[src/rtl/elevator_fsm.sv]
// Single-car elevator controller: one-floor moves on up/down requests, then a door open/hold/close cycle.
// Outputs are registered from the next state, so each output is in step with its state and has no glitches.
module elevator_fsm #(
  parameter int NUM_FLOORS        = 4,
  parameter int TRAVEL_CYCLES     = 3,
  parameter int DOOR_HOLD_CYCLES  = 4,
  parameter int DOOR_CLOSE_CYCLES = 2,
  parameter int DOOR_OPEN_TIMEOUT = 16
) (
  input  logic clk,
  input  logic reset,
  input  logic button_up,
  input  logic button_down,
  input  logic door_open,
  output logic elevator_motor_up,
  output logic elevator_motor_down,
  output logic door_motor_open,
  output logic door_motor_close
);

  localparam int FW   = (NUM_FLOORS > 1) ? $clog2(NUM_FLOORS) : 1;
  localparam int TW   = $clog2(TRAVEL_CYCLES + 1);
  localparam int DMAX = (DOOR_OPEN_TIMEOUT > DOOR_HOLD_CYCLES) ?
                        ((DOOR_OPEN_TIMEOUT > DOOR_CLOSE_CYCLES) ? DOOR_OPEN_TIMEOUT : DOOR_CLOSE_CYCLES) :
                        ((DOOR_HOLD_CYCLES > DOOR_CLOSE_CYCLES) ? DOOR_HOLD_CYCLES : DOOR_CLOSE_CYCLES);
  localparam int DW   = $clog2(DMAX + 1);

  localparam logic [FW-1:0] TOP_FLOOR = FW'(NUM_FLOORS - 1);

  typedef enum logic [2:0] {
    IDLE, MOVE_UP, MOVE_DOWN, DOOR_OPENING, DOOR_HOLD, DOOR_CLOSING
  } state_t;

  state_t        state, state_nxt;
  logic [FW-1:0] floor, floor_nxt;
  logic [TW-1:0] travel_cnt, travel_nxt;
  logic [DW-1:0] door_cnt, door_nxt;
  logic          pending_up, pending_down, pend_up_nxt, pend_dn_nxt;
  logic          up_nxt, dn_nxt, open_nxt, close_nxt;
  logic          eff_up, eff_dn, at_top, at_bot;

  assign eff_up = button_up | pending_up;
  assign eff_dn = button_down | pending_down;
  assign at_top = (floor == TOP_FLOOR);
  assign at_bot = (floor == '0);

  always_ff @(posedge clk or negedge reset) begin
    if (!reset) begin
      state               <= IDLE;
      floor               <= '0;
      travel_cnt          <= '0;
      door_cnt            <= '0;
      pending_up          <= 1'b0;
      pending_down        <= 1'b0;
      elevator_motor_up   <= 1'b0;
      elevator_motor_down <= 1'b0;
      door_motor_open     <= 1'b0;
      door_motor_close    <= 1'b0;
    end else begin
      state               <= state_nxt;
      floor               <= floor_nxt;
      travel_cnt          <= travel_nxt;
      door_cnt            <= door_nxt;
      pending_up          <= pend_up_nxt;
      pending_down        <= pend_dn_nxt;
      elevator_motor_up   <= up_nxt;
      elevator_motor_down <= dn_nxt;
      door_motor_open     <= open_nxt;
      door_motor_close    <= close_nxt;
    end
  end

  always_comb begin
    state_nxt   = state;
    floor_nxt   = floor;
    travel_nxt  = travel_cnt;
    door_nxt    = door_cnt;
    pend_up_nxt = pending_up | button_up;
    pend_dn_nxt = pending_down | button_down;
    case (state)
      IDLE: begin
        travel_nxt = '0;
        door_nxt   = '0;
        // A request that cannot be served from this floor still cycles the door.
        if (eff_up && !at_top) begin
          state_nxt   = MOVE_UP;
          pend_up_nxt = 1'b0;
        end else if (eff_dn && !at_bot) begin
          state_nxt   = MOVE_DOWN;
          pend_dn_nxt = 1'b0;
        end else if (eff_up || eff_dn) begin
          state_nxt   = DOOR_OPENING;
          pend_up_nxt = 1'b0;
          pend_dn_nxt = 1'b0;
        end
      end
      MOVE_UP, MOVE_DOWN: begin
        if (travel_cnt == TW'(TRAVEL_CYCLES - 1)) begin
          state_nxt  = DOOR_OPENING;
          travel_nxt = '0;
          if (state == MOVE_UP && !at_top)
            floor_nxt = floor + FW'(1);
          else if (state == MOVE_DOWN && !at_bot)
            floor_nxt = floor - FW'(1);
        end else begin
          travel_nxt = travel_cnt + TW'(1);
        end
      end
      DOOR_OPENING: begin
        if (door_open) begin
          state_nxt = DOOR_HOLD;
          door_nxt  = '0;
        end else if (door_cnt == DW'(DOOR_OPEN_TIMEOUT - 1)) begin
          state_nxt = DOOR_CLOSING;
          door_nxt  = '0;
        end else begin
          door_nxt = door_cnt + DW'(1);
        end
      end
      DOOR_HOLD: begin
        if (door_cnt == DW'(DOOR_HOLD_CYCLES - 1)) begin
          state_nxt = DOOR_CLOSING;
          door_nxt  = '0;
        end else begin
          door_nxt = door_cnt + DW'(1);
        end
      end
      DOOR_CLOSING: begin
        if (door_cnt == DW'(DOOR_CLOSE_CYCLES - 1)) begin
          state_nxt = IDLE;
          door_nxt  = '0;
        end else begin
          door_nxt = door_cnt + DW'(1);
        end
      end
      default: state_nxt = IDLE;
    endcase
  end

  always_comb begin
    up_nxt    = (state_nxt == MOVE_UP);
    dn_nxt    = (state_nxt == MOVE_DOWN);
    open_nxt  = (state_nxt == DOOR_OPENING);
    close_nxt = (state_nxt == DOOR_CLOSING);
  end

endmodule

[config.mk]
export PLATFORM = sky130hd
export DESIGN_NAME = elevator_fsm
export DESIGN_NICKNAME = d
export VERILOG_FILES = /design/src/rtl/elevator_fsm.sv
export SDC_FILE = /design/constraint.sdc
export NUM_CORES = 1
export LEC_CHECK = 0
export CORE_ASPECT_RATIO = 1.75
export CORE_MARGIN = 8
export CORE_UTILIZATION = 36
export DETAILED_ROUTE_END_ITERATION = 10
export MAX_ROUTING_LAYER = met4
export SYNTH_ARGS = -nofsm -noshare
export SYNTH_HDL_FRONTEND = slang
export SYNTH_SLANG_ARGS = --single-unit
export TNS_END_PERCENT = 5
[constraint.sdc]
create_clock -name clk -period 2.2 [get_ports clk]
set_input_delay 0.33 -clock clk [delete_from_list [all_inputs] [get_ports clk]]
set_output_delay 0.33 -clock clk [all_outputs]
set_load 0.02 [all_outputs]
==> run metrics <==
power density over cell area=1508 nW/µm²; Post-layout nets=142; Initial Util=37.71%; Max Freq=503.7 MHz; Die Ht=92.30 µm; Critical Path RT=2350 ps; Syn Area/Cell=9.815 µm²; RSZ-0062 raised after global routing=no; Primary FF master, synth=dfrtp_1; htree depth=1; cell row count=27; antenna violations before repair=0; maximum buffer depth of the clock tree=2; CP max stage cell=dfrtp_1; worst-path fanout max=6; Resized cells post-CTS=0; synthesis-stage register bit count=18; routed wire length=2705 µm; Num CTS Buffers=3; Die X=59.60 µm; fin crit share=90.25%; largest net degree at the start of global routing=22; critical-path cell list=ha_1, nand3_1, inv_1, ha_1, or2_2, a31oi_1, and2b_1; synth unique cells=50; # Post-CTS Setup Buffers=0; CTS tree=built; share of layout cells above drive strength 1=14.39%; top cell type's share of synthesized area=37.62%; GP Congestion=0.9114; via/cell ratio=5.543; first-pass GRT wire length=4664 µm; post-synthesis sequential area ratio=37.62%; dpl hpwl=2031 µm; Post-CTS Hold Buffers=0; Residual DRC=0; Setup crit end kind=flip-flop; critical path class=reg -> reg; register area=450.4 µm²; clock-pin slew on the worst setup and hold paths=70 ps; Final Skew=7.138 ps; Sum Neg Setup Slack=0 ps; Yosys warnings=0; GRT Total Usage=11.35%; setup slack at placement=231.0 ps; DRT Pass-1 Iters=4; Worst Max-Slew Pin Slew=754.6 ps; clock sinks=18; Iteration-0 DRC Markers=34; vias=970; Die ar.=5500 µm²; CP bufs+invs=1; gr ovfl total=0; Synth Cell Area=1197 µm²; Layout Area Growth over Synthesis=14.11%; syn_nets=131; vias in the first global route=972; worst-skew pair later-pin latency=270 ps; final worst setup slack=214.5 ps; final antenna-violating net count=0; Slew headroom=49.69%; total core area=3176 µm²; clk root buf=clkbuf_8; fin crit period=1985 ps; worst IR drop on VDD=606.7 µV; Critical Path Max Stage Delay=440 ps; I/O pins=9; Synth async-reset ratio=100.0%; family with the most delay on the worst path=simple AND/OR/NAND/NOR gates; Layout fillers=338; Post-synth EDFFs=0; CP arrival=2140 ps; CP Launch Type=flip-flop; Worst Hold Class=in -> async; setup violators final=0; footprint of the multi-input gates=663.1 µm²; final hold vios=0; Most common cell on crit path=ha_1; wire length per cell=15.46 µm; Max Slew Vio Count=0; total of max-cap violations=0; ANT cells=0; Yosys top cell by area=dfrtp_1; Port Buffers=8; Post-Syn Instances=122; outcome=completed; cell leakage power=0.5892 nW; Synth area leaders=dfrtp_1 (38%), ha_1 (4.2%), nor2_1 (3.1%)
-- path summary, 6_finish.rpt --
kind | cells after the start | endpoint | slack [ps] | startpoint
max | 7 | door_motor_close | 210 | door_cnt[1]
min | 2 | travel_cnt[1] | 390 | reset
max reg2reg | 7 | door_motor_close | 210 | door_cnt[1]
min reg2reg | 1 | travel_cnt[0] | 540 | travel_cnt[0]
max in group asynchronous | 2 | elevator_motor_up | 1600 | reset
min in group clk | 1 | travel_cnt[0] | 540 | travel_cnt[0]
-- registers in the layout, indices dropped and copies added, names as in the netlist --
| signal | count |
|---|---|
| door_motor_close | 1 |
| elevator_motor_up | 1 |
| door_cnt | 5 |
| floor | 2 |
| pending_up | 1 |
| elevator_motor_down | 1 |
| travel_cnt | 2 |
| state | 3 |
| pending_down | 1 |
| door_motor_open | 1 |
-- layout by cell type (no fill, tap or decap), drive strengths merged, types with 2 or more instances in the layout --
cell	Yosys	routed
o21bai	2	2
nor3	3	3
clkbuf	1	4
o2bb2ai	2	2
dfrtp	18	18
or2	2	2
inv	7	7
a21oi	7	7
a31oi	4	4
buf	6	5
ha	4	4
and2b	4	4
o41ai	2	2
xnor2	2	2
a21o	2	2
nand2	5	5
nand3	4	4
mux2i	3	3
nor2	11	11
clkdlybuf4s50	0	8
o211ai	2	2
o21ai	9	9
-- routing by layer --
layer	vias up	global-route usage, %	wire, µm
li1	474	-	-
met1	470	12.01	1086
met2	20	18.75	1424
met3	6	2.493	132
met4	0	6.212	61
met5	-	-	0
-- cells in the mapped netlist, drive strengths merged, types with 2 or more instances --
cell type and number:
a21o 2, a21oi 7, a31oi 4, and2b 4, buf 6, dfrtp 18
ha 4, inv 7, mux2i 3, nand2 5, nand3 4, nor2 11
nor3 3, o211ai 2, o21ai 9, o21bai 2, o2bb2ai 2, o41ai 2
or2 2, xnor2 2
-- final cells by class --
class	instances	area share, %
clock buffer	4	4.029
inverter	7	1.923
multi-input combinational	90	48.53
sequential	18	32.97
tap	43	3.938
timing repair buffer	13	8.608
-- logic make-up (layout without fill, tap and decap cells) --
kind of cell	Yosys count	count (layout)	share of synthesized area [%]
adders and majority gates	4	4	4.180
DFF	18	18	37.62
muxes	3	3	2.508
buffers and inverters	14	24	6.999
and+or+nand+nor	39	39	20.06
xor gates and xnor gates	2	2	3.031
AOI/OAI and AO/OA	42	42	25.60
-- power by group --
part	internal, W	total, W	leakage, nW	switching [W]
registers	0.000466	0.000653	0.224	0.000188
clock network	0.000160	0.000281	0.0288	0.000122
logic	0.000533	0.00113	0.336	0.000593
-- per-stage QoR --
stage	hold slack, ps	utilization (%)	cell area (µm²)	power [W]	instances
5_1_grt	421.8	43.03	1366	0.002244	175
2_1_floorplan	34.41	-	1197	0.001534	122
3_5_place_dp	519.4	41.29	1311	0.001796	171
6_report	393.5	43.03	1366	0.002061	175
3_3_place_gp	497.8	41.29	1311	0.001757	171
4_1_cts	405.3	43.03	1366	0.002080	175
-- worst register-to-register path: stages (launching register included) --
cell,delay (ps)
dfrtp_1,440
ha_1,280
nand3_1,140
inv_1,60
ha_1,210
or2_2,320
a31oi_1,230
and2b_1,210
Power figures use the tool's default switching activity.
